[src/rtl/multi_pb_debouncer_if.sv]
// Push-button bundle between raw board inputs and the conditioned outputs.
//   pb_in        : raw active-high buttons, asynchronous to clk
//   pb_debounced : debounced level per channel
//   pb_press     : one-cycle pulse on debounced 0->1
//   pb_release   : one-cycle pulse on debounced 1->0
//   pb_long      : one-cycle pulse once a press has been held long enough
// master drives the buttons, slave is the debouncer.
interface multi_pb_debouncer_if #(
  parameter int unsigned NUM_CH = 4
) ();
  logic [NUM_CH-1:0] pb_in;
  logic [NUM_CH-1:0] pb_debounced;
  logic [NUM_CH-1:0] pb_press;
  logic [NUM_CH-1:0] pb_release;
  logic [NUM_CH-1:0] pb_long;

  modport master (
    output pb_in,
    input  pb_debounced,
    input  pb_press,
    input  pb_release,
    input  pb_long
  );

  modport slave (
    input  pb_in,
    output pb_debounced,
    output pb_press,
    output pb_release,
    output pb_long
  );
endinterface

[src/rtl/multi_pb_debouncer.sv]
// N-channel push-button conditioner: per channel a synchroniser, a stability
// window counter and a RELEASED/PRESSED/LONG_HELD state machine.
//   clk   : system clock
//   rst_n : asynchronous active-low reset
//   bus   : slave side of multi_pb_debouncer_if (raw buttons in, conditioned
//           level and press/release/long pulses out, all straight from flops)
module multi_pb_debouncer #(
  parameter int unsigned NUM_CH            = 4,
  parameter int unsigned SYNC_STAGES       = 2,
  parameter int unsigned STABLE_CYCLES     = 50000,
  parameter int unsigned LONG_PRESS_CYCLES = 1000000
) (
  input logic                   clk,
  input logic                   rst_n,
  multi_pb_debouncer_if.slave   bus
);

  localparam int unsigned StableW = $clog2(STABLE_CYCLES);
  localparam int unsigned HoldW   = $clog2(LONG_PRESS_CYCLES);
  localparam logic [StableW-1:0] StableMax = StableW'(STABLE_CYCLES - 1);
  localparam logic [HoldW-1:0]   HoldMax   = HoldW'(LONG_PRESS_CYCLES - 1);

  typedef enum logic [1:0] {
    StReleased = 2'd0,
    StPressed  = 2'd1,
    StLongHeld = 2'd2
  } state_e;

  logic [SYNC_STAGES-1:0] sync_q     [NUM_CH];
  logic [NUM_CH-1:0]      sync_s;
  logic [StableW-1:0]     stab_cnt_q [NUM_CH];
  logic [StableW-1:0]     stab_cnt_d [NUM_CH];
  logic [HoldW-1:0]       hold_cnt_q [NUM_CH];
  logic [HoldW-1:0]       hold_cnt_d [NUM_CH];
  state_e                 state_q    [NUM_CH];
  state_e                 state_d    [NUM_CH];

  logic [NUM_CH-1:0] level_q, level_d;
  logic [NUM_CH-1:0] press_q, press_d;
  logic [NUM_CH-1:0] release_q, release_d;
  logic [NUM_CH-1:0] long_q, long_d;

  always_comb begin
    for (int i = 0; i < NUM_CH; i++) begin
      sync_s[i] = sync_q[i][SYNC_STAGES-1];
    end
  end

  // Stability window: any cycle agreeing with the current level restarts it.
  always_comb begin
    level_d = level_q;
    for (int i = 0; i < NUM_CH; i++) begin
      stab_cnt_d[i] = '0;
      if (sync_s[i] != level_q[i]) begin
        if (stab_cnt_q[i] == StableMax) begin
          level_d[i] = sync_s[i];
        end else begin
          stab_cnt_d[i] = stab_cnt_q[i] + 1'b1;
        end
      end
    end
  end

  // Pulses are computed from level_d so they register on the same edge as
  // the level change. A fall takes priority over the long-press terminal.
  always_comb begin
    press_d   = '0;
    release_d = '0;
    long_d    = '0;
    for (int i = 0; i < NUM_CH; i++) begin
      state_d[i]    = state_q[i];
      hold_cnt_d[i] = hold_cnt_q[i];
      unique case (state_q[i])
        StReleased: begin
          if (level_d[i] && !level_q[i]) begin
            state_d[i]    = StPressed;
            press_d[i]    = 1'b1;
            hold_cnt_d[i] = '0;
          end
        end
        StPressed: begin
          if (!level_d[i]) begin
            state_d[i]    = StReleased;
            release_d[i]  = 1'b1;
            hold_cnt_d[i] = '0;
          end else if (hold_cnt_q[i] == HoldMax - 1'b1) begin
            state_d[i]    = StLongHeld;
            long_d[i]     = 1'b1;
            hold_cnt_d[i] = HoldMax;
          end else begin
            hold_cnt_d[i] = hold_cnt_q[i] + 1'b1;
          end
        end
        StLongHeld: begin
          if (!level_d[i]) begin
            state_d[i]    = StReleased;
            release_d[i]  = 1'b1;
            hold_cnt_d[i] = '0;
          end
        end
        default: begin
          state_d[i]    = StReleased;
          hold_cnt_d[i] = '0;
        end
      endcase
    end
  end

  always_ff @(posedge clk or negedge rst_n) begin
    if (!rst_n) begin
      for (int i = 0; i < NUM_CH; i++) begin
        sync_q[i]     <= '0;
        stab_cnt_q[i] <= '0;
        hold_cnt_q[i] <= '0;
        state_q[i]    <= StReleased;
      end
      level_q   <= '0;
      press_q   <= '0;
      release_q <= '0;
      long_q    <= '0;
    end else begin
      for (int i = 0; i < NUM_CH; i++) begin
        sync_q[i]     <= {sync_q[i][SYNC_STAGES-2:0], bus.pb_in[i]};
        stab_cnt_q[i] <= stab_cnt_d[i];
        hold_cnt_q[i] <= hold_cnt_d[i];
        state_q[i]    <= state_d[i];
      end
      level_q   <= level_d;
      press_q   <= press_d;
      release_q <= release_d;
      long_q    <= long_d;
    end
  end

  assign bus.pb_debounced = level_q;
  assign bus.pb_press     = press_q;
  assign bus.pb_release   = release_q;
  assign bus.pb_long      = long_q;

endmodule
[src/flat_wrapper.sv]
// flat-port wrapper written by rule: the top's interface ports become plain ports
module multi_pb_debouncer_flat 
#(
  parameter int unsigned NUM_CH            = 4,
  parameter int unsigned SYNC_STAGES       = 2,
  parameter int unsigned STABLE_CYCLES     = 50000,
  parameter int unsigned LONG_PRESS_CYCLES = 1000000
)
  (clk, rst_n, bus_pb_in, bus_pb_debounced, bus_pb_press, bus_pb_release, bus_pb_long);
  multi_pb_debouncer_if #(.NUM_CH(NUM_CH)) bus_i ();
  input logic clk;
  input logic rst_n;
  input wire logic [$bits(bus_i.pb_in)-1:0] bus_pb_in;
  output wire logic [$bits(bus_i.pb_debounced)-1:0] bus_pb_debounced;
  output wire logic [$bits(bus_i.pb_press)-1:0] bus_pb_press;
  output wire logic [$bits(bus_i.pb_release)-1:0] bus_pb_release;
  output wire logic [$bits(bus_i.pb_long)-1:0] bus_pb_long;
  assign bus_i.pb_in = bus_pb_in;
  assign bus_pb_debounced = bus_i.pb_debounced;
  assign bus_pb_press = bus_i.pb_press;
  assign bus_pb_release = bus_i.pb_release;
  assign bus_pb_long = bus_i.pb_long;
  multi_pb_debouncer #(.NUM_CH(NUM_CH), .SYNC_STAGES(SYNC_STAGES), .STABLE_CYCLES(STABLE_CYCLES), .LONG_PRESS_CYCLES(LONG_PRESS_CYCLES)) u_core (.clk(clk), .rst_n(rst_n), .bus(bus_i));
endmodule
[config.mk]
export PLATFORM = sky130hd
export DESIGN_NAME = multi_pb_debouncer_flat
export DESIGN_NICKNAME = d
export VERILOG_FILES = /design/src/rtl/multi_pb_debouncer_if.sv /design/src/rtl/multi_pb_debouncer.sv /design/src/flat_wrapper.sv
export SDC_FILE = /design/constraint.sdc
export NUM_CORES = 1
export LEC_CHECK = 0
export ABC_AREA = 1
export ABC_CLOCK_PERIOD_IN_PS = 2800
export BUFFER_PORTS_ARGS = -buffer_cell sky130_fd_sc_hd__buf_2
export CAP_MARGIN = 10
export CORE_MARGIN = 2
export CORE_UTILIZATION = 60
export CTS_CLUSTER_SIZE = 30
export DETAILED_ROUTE_END_ITERATION = 8
export PLACE_DENSITY = 0.77
export SYNTH_ARGS = -nofsm -noshare
export SYNTH_HDL_FRONTEND = slang
export SYNTH_SLANG_ARGS = --single-unit
[constraint.sdc]
create_clock -name clk -period 2.8 [get_ports clk]
set_clock_uncertainty 0.05 [all_clocks]
set_input_delay 0.56 -clock clk [delete_from_list [all_inputs] [get_ports clk]]
set_output_delay 0.56 -clock clk [all_outputs]
set_load 0.03 [all_outputs]
==> metrics.csv <==
stage,metric,value,unit
sta,unrepaired setup endpoints after global routing,false,
route,drt drc,0,
global_routing,vias in the first global route,8447,
clock_tree,clock sink count,176,
cells_and_area,Area Growth Syn to Fin,8.325,%
cells_and_area,layout cells sized above 1,6.917,%
synthesis,Adder-Cell Fraction of Synth Area,2.850,%
route,Routed WL,21820,µm
die,Initial Util,61.12,%
critical_path,FF-to-FF path depth,9,
power,leakage power,5.282,nW
critical_path,startpoint types,register,
clock_tree,hold buffers post-CTS,0,
global_routing,Congestion Overflow GR,0,
sta,Worst Max-Slew Pin Slew,0.6845,ns
synthesis,Syn Nets,1485,
route,1st-iter DRT viols,676,
sta,final worst path period need,2.189,ns
die,die footprint,18640,µm²
critical_path,Crit. Startpoint,u_core.stab_cnt_q[48],
critical_path,Setup Crit Path Kind,reg2reg,
clock_tree,Longest Clk Path Bufs,2,
critical_path,Critical Path End,u_core.state_q[7],
die,# IOs,22,
global_routing,M1 GR Usage,34.70,%
sta,maximum clock frequency,456.9,MHz
critical_path,Crit. End Element,register,
synthesis,Post-Synthesis Cells,1455,
clock_tree,Root Buffer,clkbuf_16,
cells_and_area,filler instances,1499,
critical_path,reg2reg setup slack,0.61,ns
sta,fin. max-slew vios,0,
route,Routed Antenna Nets,0,
clock_tree,Worst-path clk slew,0.07,ns
sta,Slew HR,54.37,%
synthesis,synth unique cells,39,
critical_path,WP data arrival,2.51,ns
min_path,Hold Crit Class,in2async,
synthesis,post-synthesis mux area share,0,%
global_routing,first-pass GRT wire length,38100,µm
clock_tree,cts bufs inserted,17,
die,Die Y,136.5,µm
clock_tree,cts repair resizes,0,
critical_path,r2r startpoint,u_core.stab_cnt_q[48],
placement,gpl congestion,0.9297,
route,Initial DRT Pass Iterations,5,
cells_and_area,"most common cell after layout, fill and taps aside",nand2_1,
global_routing,GR peak layer,met2,
synthesis,Synth Warn #,0,
die,core area,17240,µm²
clock_tree,TritonCTS clock tree,yes,
outcome,status,"complete, no violations",
cells_and_area,antenna cell count,0,
cells_and_area,most frequent cells in the layout,"nand2_1, nor2_1, dfrtp_1",
global_routing,GR Util met3,3.704,%
clock_tree,H-tree lvl count,4,
die,Rows,48,
flow_run,max-cap check violation count,0,
sta,period utilization,78.17,%
synthesis,Synth Area in Compound Gates,4.774,%
sta,TNS Setup,0,ns
synthesis,sequential fraction of the synthesis area,41.81,%
synthesis,Avg Inst Size Synth,7.241,µm²
placement,Post-DP Area,10820,µm²
cells_and_area,fin area,11410,µm²
placement,IO Port Bufs,21,
power,Peak supply drop,0.4448,mV
global_routing,Global Route met2 Usage,40.67,%
sta,Final Hold Viols,0,
power,Power Dens Cells,448.3,nW/µm²
synthesis,XOR/XNOR Fraction of Synth Area,5.404,%
synthesis,register bit total from synthesis,176,
critical_path,peak fanout along the critical path,31,
critical_path,Crit Reg-Reg Endpoint,u_core.state_q[7],
global_routing,largest net degree at the start of global routing,82,
route,Routed WL per cell,12.73,µm
global_routing,GRT Total Usage,24.98,%
placement,Detail Placement HPWL,15440,µm
critical_path,"Req. time, crit path",3.12,ns
cells_and_area,NumNets Final,1507,
global_routing,initial antenna violation count,0,
synthesis,Post-Syn Area,10540,µm²
synthesis,Post-Synth Simple-Gate Area,38.33,%
clock_tree,"Setup Fix Bufs, Post-CTS",0,
die,die width,136.5,µm
route,Vias,9089,
clock_tree,Skew-Pair Late Insertion Delay,0.43,ns
route,via/cell ratio,5.303,
power,Pwr Total,5.116,mW
sta,Final setup viols,0,
synthesis,main combinational cell family by area after synthesis,simple AND/OR/NAND/NOR gates,
[report_power, final]
part | leakage (nW) | internal (mW) | switching [mW] | total [mW]
clock | 0.283 | 1.45 | 0.975 | 2.42
sequential | 2.43 | 2.56 | 0.0144 | 2.58
combinational | 2.57 | 0.0305 | 0.0876 | 0.118
total | 5.28 | 4.04 | 1.08 | 5.12
[metrics by stage]
stage	hold slack [ns]	setup slack, ns	utilization, %	instances
CTS	0.1402	0.6099	66.21	1714
finish	0.08155	0.6111	66.21	1714
global placement	0.2845	0.7240	62.75	1683
detailed placement	0.2894	0.6162	62.75	1683
floorplan	0.2144	1.139	-	1455
global route	0.1504	0.3674	66.21	1714
[cell families after synthesis]
| logic type | count (synthesis) |
|---|---|
| xor+xnor | 65 |
| flops | 176 |
| simple gates | 937 |
| buf+inv | 167 |
| fa+ha+maj | 24 |
| compound gates | 86 |
[per-layer routing]
layer | up-vias | routed length, µm
met2 | 156 | 10180
met4 | 0 | 292
met3 | 26 | 726
li1 | 4676 | -
met5 | - | 0
met1 | 4231 | 10620
[worst min path at each step]
stage,startpoint,endpoint,slack [ns],cells after the start
after floorplan,rst_n,u_core.bus.pb_debounced[0],0.21,0
after global placement,u_core.sync_q[2],u_core.sync_q[3],0.28,0
after detailed placement,u_core.sync_q[2],u_core.sync_q[3],0.29,0
after CTS,rst_n,u_core.stab_cnt_q[10],0.14,1
after global routing,rst_n,u_core.stab_cnt_q[12],0.15,1
final,rst_n,u_core.stab_cnt_q[12],0.08,1
[critical path, stage by stage (launching register included)]
cell and delay (ns):
dfrtp_1 0.37, ha_1 0.23, nand3_4 0.12, nor2_2 0.14
nand2_1 0.12, o21ai_2 0.15, nand2_2 0.34, nor2_4 0.41
nand2_1 0.09, nand2_1 0.08
[sequential cells by signal, indices dropped and copies added (netlist names)]
name / cells
u_core.bus.pb_debounced: 4
u_core.bus.pb_long: 4
u_core.bus.pb_press: 4
u_core.bus.pb_release: 4
u_core.hold_cnt_q: 80
u_core.stab_cnt_q: 64
u_core.state_q: 8
u_core.sync_q: 8
[cell usage after synthesis, drive strengths merged]
cell type / count / area share [%]
nand2: 485 / 18
nor2: 237 / 8.9
dfrtp: 176 / 42
inv: 142 / 5.1
nand3: 85 / 4.3
nand4: 51 / 3.0
o21ai: 51 / 2.9
xor2: 46 / 3.8
nor3: 45 / 2.1
ha: 24 / 2.9
a21oi: 22 / 1.0
xnor2: 19 / 1.6
buf: 16 / 1.4
nor3b: 10 / 0.71
nor4: 9 / 0.68
clkbuf: 8 / 0.30
or2: 8 / 0.48
o21bai: 7 / 0.50
a31oi: 4 / 0.24
nand3b: 4 / 0.29
and3: 2 / 0.12
o21a: 2 / 0.14
and2: 1 / 0.059
clkinv: 1 / 0.036
[area by class of cell]
| class | instances | area [µm²] | share of cell area, % |
|---|---|---|---|
| clock buffers | 22 | 464.2 | 4.068 |
| repair buffers | 27 | 183.9 | 1.612 |
| well taps | 225 | 281.5 | 2.467 |
| multi-input cells | 1112 | 5410 | 47.41 |
| flip-flops and latches | 176 | 4404 | 38.59 |
| clock inverters | 9 | 131.4 | 1.151 |
| inverters | 143 | 536.8 | 4.703 |
Note: power is estimated with default switching activity, not from simulation.
